**src/rtl/round_controller.sv**
```systemverilog
// Memory Matrix round sequencer: latches the board, shows it for SHOW_CYCLES, then scores one-hot guesses.
// Define MM_REPEAT_PENALTY_EN to make a repeat guess of a found tile cost a miss; by default it is ignored.
module round_controller #(
    parameter int TILES       = 16,
    parameter int SHOW_CYCLES = 100,
    parameter int GUESS_W     = 4
) (
    input  logic               clk,
    input  logic               reset,
    input  logic               start,
    input  logic [TILES-1:0]   board_in,
    input  logic [GUESS_W-1:0] guesses_init,
    input  logic               guess_valid,
    input  logic [TILES-1:0]   guess,
    output logic [2:0]         state,
    output logic               show_board,
    output logic [TILES-1:0]   board,
    output logic [TILES-1:0]   found,
    output logic [GUESS_W-1:0] remaining,
    output logic               hit,
    output logic               miss,
    output logic               bad,
    output logic               win,
    output logic               lose
);

    localparam int              CNT_W     = (SHOW_CYCLES > 1) ? $clog2(SHOW_CYCLES) : 1;
    localparam logic [CNT_W-1:0] SHOW_LAST = CNT_W'(SHOW_CYCLES - 1);

    typedef enum logic [2:0] {
        ST_IDLE = 3'd0,
        ST_SHOW = 3'd1,
        ST_PLAY = 3'd2,
        ST_WIN  = 3'd3,
        ST_LOSE = 3'd4
    } state_e;

    state_e             state_q, state_d;
    logic [TILES-1:0]   board_q, board_d;
    logic [TILES-1:0]   found_q, found_d;
    logic [GUESS_W-1:0] remaining_q, remaining_d;
    logic [CNT_W-1:0]   cnt_q, cnt_d;
    logic               hit_q, hit_d;
    logic               miss_q, miss_d;
    logic               bad_q, bad_d;

    logic start_ok;
    logic take_miss;

    assign start_ok = start && (board_in != '0) && (guesses_init != '0);

    // NOTE: every signal written here gets a default first, so no path leaves one unassigned and no latch is inferred.
    always_comb begin
        state_d     = state_q;
        board_d     = board_q;
        found_d     = found_q;
        remaining_d = remaining_q;
        cnt_d       = cnt_q;
        hit_d       = 1'b0;
        miss_d      = 1'b0;
        bad_d       = 1'b0;
        take_miss   = 1'b0;

        case (state_q)
            ST_IDLE, ST_WIN, ST_LOSE: begin
                if (start_ok) begin
                    board_d     = board_in;
                    remaining_d = guesses_init;
                    found_d     = '0;
                    cnt_d       = SHOW_LAST;
                    state_d     = ST_SHOW;
                end
            end

            ST_SHOW: begin
                if (cnt_q == '0) begin
                    state_d = ST_PLAY;
                end else begin
                    cnt_d = cnt_q - CNT_W'(1);
                end
            end

            ST_PLAY: begin
                // start is deliberately not looked at here: a guess always wins over a restart.
                if (guess_valid) begin
                    if (!$onehot(guess)) begin
                        bad_d = 1'b1;
                    end else if ((guess & board_q & ~found_q) != '0) begin
                        hit_d   = 1'b1;
                        found_d = found_q | guess;
                        if ((found_q | guess) == board_q) begin
                            state_d = ST_WIN;
                        end
                    end else if ((guess & found_q) != '0) begin
`ifdef MM_REPEAT_PENALTY_EN
                        take_miss = 1'b1;
`else
                        take_miss = 1'b0;
`endif
                    end else begin
                        take_miss = 1'b1;
                    end

                    // LOSE is taken on the step to zero, so remaining never wraps.
                    if (take_miss) begin
                        miss_d      = 1'b1;
                        remaining_d = remaining_q - GUESS_W'(1);
                        if (remaining_q == GUESS_W'(1)) begin
                            state_d = ST_LOSE;
                        end
                    end
                end
            end

            default: state_d = ST_IDLE;
        endcase
    end

    // NOTE: sequential state uses non-blocking assignments so every register samples pre-edge values.
    always_ff @(posedge clk) begin
        if (!reset) begin
            state_q     <= ST_IDLE;
            board_q     <= '0;
            found_q     <= '0;
            remaining_q <= '0;
            cnt_q       <= '0;
            hit_q       <= 1'b0;
            miss_q      <= 1'b0;
            bad_q       <= 1'b0;
        end else begin
            state_q     <= state_d;
            board_q     <= board_d;
            found_q     <= found_d;
            remaining_q <= remaining_d;
            cnt_q       <= cnt_d;
            hit_q       <= hit_d;
            miss_q      <= miss_d;
            bad_q       <= bad_d;
        end
    end

    assign state      = state_q;
    assign show_board = (state_q == ST_SHOW);
    assign win        = (state_q == ST_WIN);
    assign lose       = (state_q == ST_LOSE);
    assign board      = board_q;
    assign found      = found_q;
    assign remaining  = remaining_q;
    assign hit        = hit_q;
    assign miss       = miss_q;
    assign bad        = bad_q;

endmodule

```
**config.mk**
```make
export PLATFORM = sky130hd
export DESIGN_NAME = round_controller
export DESIGN_NICKNAME = d
export VERILOG_FILES = /design/src/rtl/round_controller.sv
export SDC_FILE = /design/constraint.sdc
export NUM_CORES = 1
export LEC_CHECK = 0
export CAP_MARGIN = 5
export CORE_MARGIN = 2
export CORE_UTILIZATION = 25
export CTS_CLUSTER_SIZE = 20
export DETAILED_ROUTE_END_ITERATION = 10
export GPL_TIMING_DRIVEN = 0
export PLACE_DENSITY = 0.54
export SYNTH_ARGS = -nofsm -noshare
export SYNTH_HDL_FRONTEND = slang
export SYNTH_SLANG_ARGS = --single-unit
```
**constraint.sdc**
```tcl
create_clock -name clk -period 4.6 [get_ports clk]
set_input_delay 0.46 -clock clk [delete_from_list [all_inputs] [get_ports clk]]
set_output_delay 0.46 -clock clk [all_outputs]
set_load 0.01 [all_outputs]
```
==> results of run 1 <==
## sequential cells by signal, indices dropped and copies added (netlist names)
signal,count
miss,1
hit,1
bad,1
board,16
found,16
state,3
cnt_q,7
remaining,4
## layout by cell type, fill, tap and decap left out, drive strengths merged, types with 4 or more instances in the layout
cell and count:
ha 9, buf 27, clkbuf 10, nand4 7, a22o 20, fa 10
nand3b 16, dfxtp 49, a31oi 6, mux2i 18, o21ai 4, xor2 4
a21oi 8, nor4 9, xnor2 17, a221oi 5, nor3 6, nand3 5
clkdlybuf4s50 74, inv 28, and2 4, nand2 15, nor2 48
## cell families (layout without fill, tap and decap cells)
logic type	Yosys count	count (layout)
flops	49	49
buf+inv	37	143
simple gates	126	126
xor+xnor	21	21
fa+ha+maj	19	19
compound gates	51	51
mux	18	18
## per-layer routing
| layer | vias up | global-route usage [%] |
|---|---|---|
| met2 | 65 | 25.1 |
| met4 | 0 | 2.85 |
| met3 | 6 | 2.94 |
| li1 | 1345 | - |
| met1 | 1321 | 20.2 |
| met5 | - | 0 |
## stage by stage
stage,setup WS (ns),total power (uW),TNS [ns]
6_report,-0.0847,2020,-0.323
2_1_floorplan,-0.0741,1190,-0.0741
3_3_place_gp,-0.974,1510,-20.48
4_1_cts,-0.0697,2000,-0.0928
3_5_place_dp,-1.02,1530,-21.54
5_1_grt,-0.234,2170,-3.68
## how the worst max path moves through the flow
stage	cells after the start	endpoint
floorplan	15	remaining[3]
global placement	17	found[11]
detailed placement	17	found[10]
CTS	16	remaining[3]
global route	16	remaining[3]
finish	16	remaining[3]
## what timing repair did
| item | 4_1_cts | 5_1_grt |
|---|---|---|
| buffers inserted | 10 | 3 |
| gates cloned | 0 | 1 |
| pin swaps | 6 | 8 |
| setup endpoints to repair | 26 | 23 |
| hold buffers | 0 | 0 |
| gates resized for setup | 52 | 16 |
## where the power goes
part	switching, uW	total, uW	internal, uW	leakage (uW)
Clock	166	423	258	0.0000800
Combinational	497	988	491	0.00123
Sequential	101	608	507	0.000400
Total	763	2020	1260	0.00171
## layout make-up
class	count	area, um2
flip-flops and latches	49	981
repair buffers	98	947
plain buffers	9	50.0
fillers	1188	7160
clock inverters	3	46.3
inverters	28	108
clock buffers	5	125
well taps	143	179
multi-input cells	235	1830
==> impl_results.md, run 1 <==
- Most common cell in the netlist: dfxtp_1
- Hold worst-path end: found[7]
- DRC: 0
- Num ports: 85
- CP max stage cell: fa_1
- Total clock buffers created by CTS: 5
- Global route overflow: 0
- CP delay by family, top: adder cells
- Max incr delay on CP: 0.54 ns
- Fraction of registers with async set/reset: 0%
- EDFF count, synth: 0
- Final non-filler cell total: 570
- Main synth FF type: dfxtp_1
- Drt total wl: 9540 um
- Layout cells sized above 1: 12.9%
- Syn. warnings: 0
- Cells along the critical path: buf_4, fa_1, inv_1, fa_1, inv_1, fa_1, inv_2, fa_1, inv_1, ha_2, fa_1, or4b_4, a21oi_4, nand3_4, or4b_1, a31oi_1
- CTS root buf: clkbuf_16
- Diodes inserted: 0
- CTS sink count: 49
- Top sig layer: met4
- Post-Syn Nets: 380
- Dominant cells by area after synthesis: dfxtp_1, fa_1, mux2i_1
- Design area: 4260 um2
- Met2 wire length: 4630 um
- Hpwl dp: about 7400 um
- Post-synthesis adder-cell area fraction: 10.7%
- Gp weighted congestion: 0.830
- Beginning of the worst hold path: guess[7]
- Metal-1 WL: 4430 um
- Top cells by instance count after synthesis: dfxtp_1, nor2_1, inv_1
- Avg WL per Cell: roughly 17 um
- Netlist Area Pre-Place: 2910 um2
- Worst VDD drop: 0.207 mV
- Crit-path max FO: 5
- Status: finished, violations left
- Syn Area/Cell: 9.07 um2
- Crit. End Element: flip-flop
- Skew final: 0.00533 ns
- Max-cap violations: 0
- DP Cell Count: 548
- Area Growth Syn to Fin: 46.3%
- Core Box Area: roughly 11000 um2
- Die area: 12500 um2
- Tcrit/Tclk final: 102%
- Die width: 112 um
- First-pass GRT wire length: 14800 um
- Setup Viol. Count Final: 14
- Share of the synthesized area in the top cell type: 33.7%
- GRT Util Overall: between 10 and 15%
- Rel. slew slack: a little over half
- Placed Area: slightly below 4000 um2
- WHS: 0.409 ns
- Most used cell, CP: fa_1
- Yosys cell types: 47
- Fin nets: around 490
- Synth Area in XOR/XNOR: 6.31%
- Worst hold path type: in -> reg
- Post-synthesis register bit count: 49
- Synth Area in Simple Gates: 23.6%
- Router iterations before antenna repair: 4
- FF-to-FF Start: state[1]
- Complex-gate fraction of the synthesized area: between 10 and 15%
- Initial DRC Count: 141
- Mux contribution to synthesized area: 6.19%
- H-tree levels: 2
- R2r setup slk: 2.42 ns
- Critical path buffers and inverters: 5
- Setup WS post-layout: -0.0847 ns
- Leading area contributor after synthesis: dfxtp_1
- Critical path class: in -> reg
- Post-route ant nets: 0
- Vias per inst: between 4 and 5
- Floorplan row count: 39
- Fmax: 213 MHz
- CTS tree: built
- Final hold vios: 0
- Hold Path Stages: 2
- PortBufs: between 80 and 90
- Tmin final: 4.68 ns
- Crit path from: guess[11]
- Clock Tree Buf Depth: 2
- Die Y: roughly 110 um
- Post-synthesis sequential area ratio: between 30% and 40%
- Largest net degree at the start of global routing: 17
- Worst setup SP type: input pin
- Worst-Skew Late Latency: 0.29 ns
- Starting Density: 25.5%
- Worst Tran Pin Value: roughly 0.68 ns
- Failing checks: setup timing
- Leak: about 0.0017 uW
- R2r endpoint: found[10]
- Utilization after layout: 37.3%
- Initial antenna violation count: 0
- Syn Inst Count: 321
- Largest family of logic cells by synthesized area: simple AND/OR/NAND/NOR gates
- RSZ-0062 raised after global routing: yes
- Power Density: 474 nW/um2
- Wire length on met3: 396 um
- CP required: slightly below 5 ns
- CTS clock-pin slew for the worst setup and hold paths: roughly 0.07 ns
- Data arrival, critical path: 4.90 ns
- R2r worst-path depth: 6
- Pins Over Slew Limit: 0
- Vias in the first global route: 2744
- Vias: around 2700
(Power assumes the default switching activity.)
==> run 2, diff against run 1 <==
--- a/config.mk
+++ b/config.mk
@@ -5,13 +5,14 @@
 export SDC_FILE = /design/constraint.sdc
 export NUM_CORES = 1
 export LEC_CHECK = 0
+export ABC_AREA = 1
 export CAP_MARGIN = 5
 export CORE_MARGIN = 2
 export CORE_UTILIZATION = 25
 export CTS_CLUSTER_SIZE = 20
 export DETAILED_ROUTE_END_ITERATION = 10
 export GPL_TIMING_DRIVEN = 0
-export PLACE_DENSITY = 0.54
+export PLACE_DENSITY = 0.53
 export SYNTH_ARGS = -nofsm -noshare
 export SYNTH_HDL_FRONTEND = slang
 export SYNTH_SLANG_ARGS = --single-unit
==> impl_results.md, run 2 <==
- Status: finished, final reports clean
- Vias per inst: 4.51 (-6.0%)
- CTS sink count: 49 (unchanged)
- Worst hold path type: reg -> reg
- Initial DRC Count: 276 (+96%)
- Total clock buffers created by CTS: 5 (unchanged)
- Data arrival, critical path: 4.55 ns (-0.35 ns)
- Max-cap violations: 0 (unchanged)
- First-pass GRT wire length: 18900 um (+27%)
- Syn Inst Count: 570 (+78%)
- Post-route ant nets: 0 (unchanged)
- Worst VDD drop: 0.190 mV (-8.5%)
- Num ports: 85 (unchanged)
- Post-synthesis register bit count: 49 (unchanged)
- Initial antenna violation count: 0 (unchanged)
- Sw power: 1460 uW (+92%)
- Worst Tran Pin Value: 0.687 ns (+0.00622 ns)
- Clock Power Share: 12.1% (-8.9 points)
- Rel. slew slack: 54.2% (+0.18 points)
- Seq pwr share: 26.6% (-3.5 points)
- Largest net degree at the start of global routing: 15 (-2)
- Hold Path Stages: 2 (unchanged)
- Die width: 122 um (+8.9%)
- Tmin final: 4.32 ns (-0.363 ns)
- Power Density: 656 nW/um2 (+38%)
- Starting Density: 25.3% (-0.19 points)
- Drt total wl: 12000 um (+26%)
- Most common cell in the netlist: nand2_1
- Utilization after layout: 34.1% (-3.2 points)
- Hold worst-path end: cnt_q[6]
- Layout cells sized above 1: 6.03% (-6.8 points)
- GRT Util Overall: 16.5% (+1.6 points)
- Area Growth Syn to Fin: 34.8%
- Commonest non-fill, non-tap cell in the layout: nand2_1
- Syn Area/Cell: 6.09 um2 (-33%)
- Floorplan row count: 43 (+10%)
- Global route overflow: 0 (unchanged)
- Router iterations before antenna repair: 4 (unchanged)
- Final non-filler cell total: 843 (+48%)
- Post-synthesis sequential area ratio: 28.2% (-5.4 points)
- Skew final: 0.00539 ns (+0.0000586 ns)
- Gate power share: 61.3% (+12 points)
- Leak: 0.00213 uW (+25%)
- Most frequent cells in the layout: nand2_1, nor2_1, inv_1
- Crit-path max FO: 6 (+1)
- R2r setup slk: 2.68 ns (+0.26 ns)
- Fmax: 231 MHz (+8.4%)
- Final hold vios: 0 (unchanged)
- Dominant cells by area after synthesis: dfxtp_1, nand2_1, nor2_1
- Setup Viol. Count Final: 0 (-14)
- CTS root buf: clkbuf_16
- Netlist Area Pre-Place: 3470 um2 (+19%)
- Vias in the first global route: 3642 (+33%)
- Leading area contributor after synthesis: dfxtp_1
- Total Power: 3070 uW (+52%)
- Critical path class: in -> reg
- Sw Share: 47.7% (+9.9 points)
- RSZ-0062 raised after global routing: no
- Main synth FF type: dfxtp_1
- Top cells by instance count after synthesis: nand2_1, nor2_1, inv_1
- CP required: 4.83 ns (+0.02 ns)
- Avg WL per Cell: 14.2 um (-15%)
- R2r endpoint: remaining[2]
- EDFF count, synth: 0 (unchanged)
- DRC: 0 (unchanged)
- Clock Tree Buf Depth: 2 (unchanged)
- Syn. warnings: 0 (unchanged)
- DP Cell Count: 834 (+52%)
- Yosys cell types: 32 (-32%)
- Worst-Skew Late Latency: 0.30 ns (about the same)
- Share of the synthesized area in the top cell type: 28.2% (-5.4 points)
- Diodes inserted: 0 (unchanged)
- Post-Syn Nets: 629 (+66%)
- Core Box Area: 13700 um2 (+20%)
- PortBufs: 84 (unchanged)
- Pins Over Slew Limit: 0 (unchanged)
- CTS tree: built
- Crit. End Element: flip-flop
- Pint: 1610 uW (+28%)
- R2r worst-path depth: 8 (+2)
- Gp weighted congestion: 0.920 (+11%)
- Fraction of registers with async set/reset: 0% (unchanged)
- CTS clock-pin slew for the worst setup and hold paths: 0.07 ns (about the same)
- Die Y: 122 um (+8.9%)
- Vias: 3804 (+39%)
- Die area: 14900 um2 (+19%)
- FF-to-FF Start: state[1]
- Hpwl dp: 9820 um (+33%)
- Worst setup SP type: input pin
- Beginning of the worst hold path: cnt_q[6]
- Fin nets: 721 (+49%)
- Tcrit/Tclk final: 93.9% (-7.9 points)
- H-tree levels: 2 (unchanged)
==> run 2: changes by cell type in the layout (fill, tap and decap cells not counted), sizes merged, moves of 20 or more <==
cell	previous run	this run
nand2	15	148
inv	28	89
nand3	5	53
nor2	48	90
a21oi	8	47
o21ai	4	34
a22o	20	0
==> run 2: per-stage QoR <==
stage / hold WS [ns] / cell area [um2] / TNS, ns / setup slack (ns)
floorplan: 0.429 / 3470 / 0 / 0.337
global placement: 0.443 / 4540 / -16.72 / -0.909
detailed placement: 0.456 / 4540 / -17.73 / -0.942
CTS: 0.467 / 4700 / 0 / 0.0141
global route: 0.484 / 4680 / 0 / 0.000360
finish: 0.468 / 4680 / 0 / 0.278
==> run 2: worst max-delay path, cell delays in order <==
cell      delay (ns)
clkbuf_2        0.14
inv_1           0.08
fa_1            0.50
inv_1           0.06
fa_1            0.48
fa_1            0.52
inv_1           0.05
fa_1            0.49
inv_1           0.05
ha_1            0.20
fa_1            0.45
nor2_1          0.10
nand4_1         0.18
buf_4           0.19
nor2_1          0.10
nand2_1         0.05
nor2_1          0.11
nand3_1         0.08
nand2_1         0.09
nand2_1         0.05
a21oi_1         0.12
==> run 2: final cells by class <==
type	instances	area (um2)
Tap cell	180	225
Multi-Input combinational cell	413	2070
Timing Repair Buffer	85	816
Sequential cell	49	981
Inverter	91	342
Clock buffer	6	129
Clock inverter	2	10.0
Fill cell	1489	9040
Buffer	17	105
==> run 2: how the worst max path moves through the flow <==
stage,startpoint,end,cells past startpoint
2_1_floorplan,guess[5],found[1],19
3_3_place_gp,guess[5],found[4],20
3_5_place_dp,guess[5],found[1],20
4_1_cts,guess[3],found[13],18
5_1_grt,guess[7],state[0],21
6_report,guess[7],state[0],21
==> run 2: power by group through the flow <==
stage / registers (uW) / logic, uW / clock network (uW)
2_1_floorplan: 823 / 1150 / 0
3_3_place_gp: 816 / 1820 / 0
3_5_place_dp: 821 / 1860 / 0
4_1_cts: 813 / 1880 / 380
5_1_grt: 847 / 2130 / 399
6_report: 816 / 1880 / 371
==> run 2: kinds of logic after synthesis <==
logic type / count (synthesis) / synth area share [%]
buffers and inverters: 108 / 12.2
AO/OA/AOI/OAI: 83 / 12.4
XOR/XNOR: 7 / 1.77
AND/OR/NAND/NOR: 304 / 36.3
flip-flops: 49 / 28.2
adder cells (fa/ha/maj): 19 / 9.01
==> run 2: per-layer routing <==
metal	wire (um)	vias up	track usage [%]
li1	-	1966	-
met1	5620	1723	22.1
met2	5540	95	26.8
met3	456	20	2.48
met4	361	0	6.11
met5	0	-	0
==> run 2: timing repair <==
item                                    4_1_cts  5_1_grt
endpoints found under the setup margin       23       23
setup buffers                                 0        1
hold endpoints to repair                      0        0
resized for setup                            18       22
cloned                                        0        0
pin swaps                                     1        4
hold buffers                                  0        0
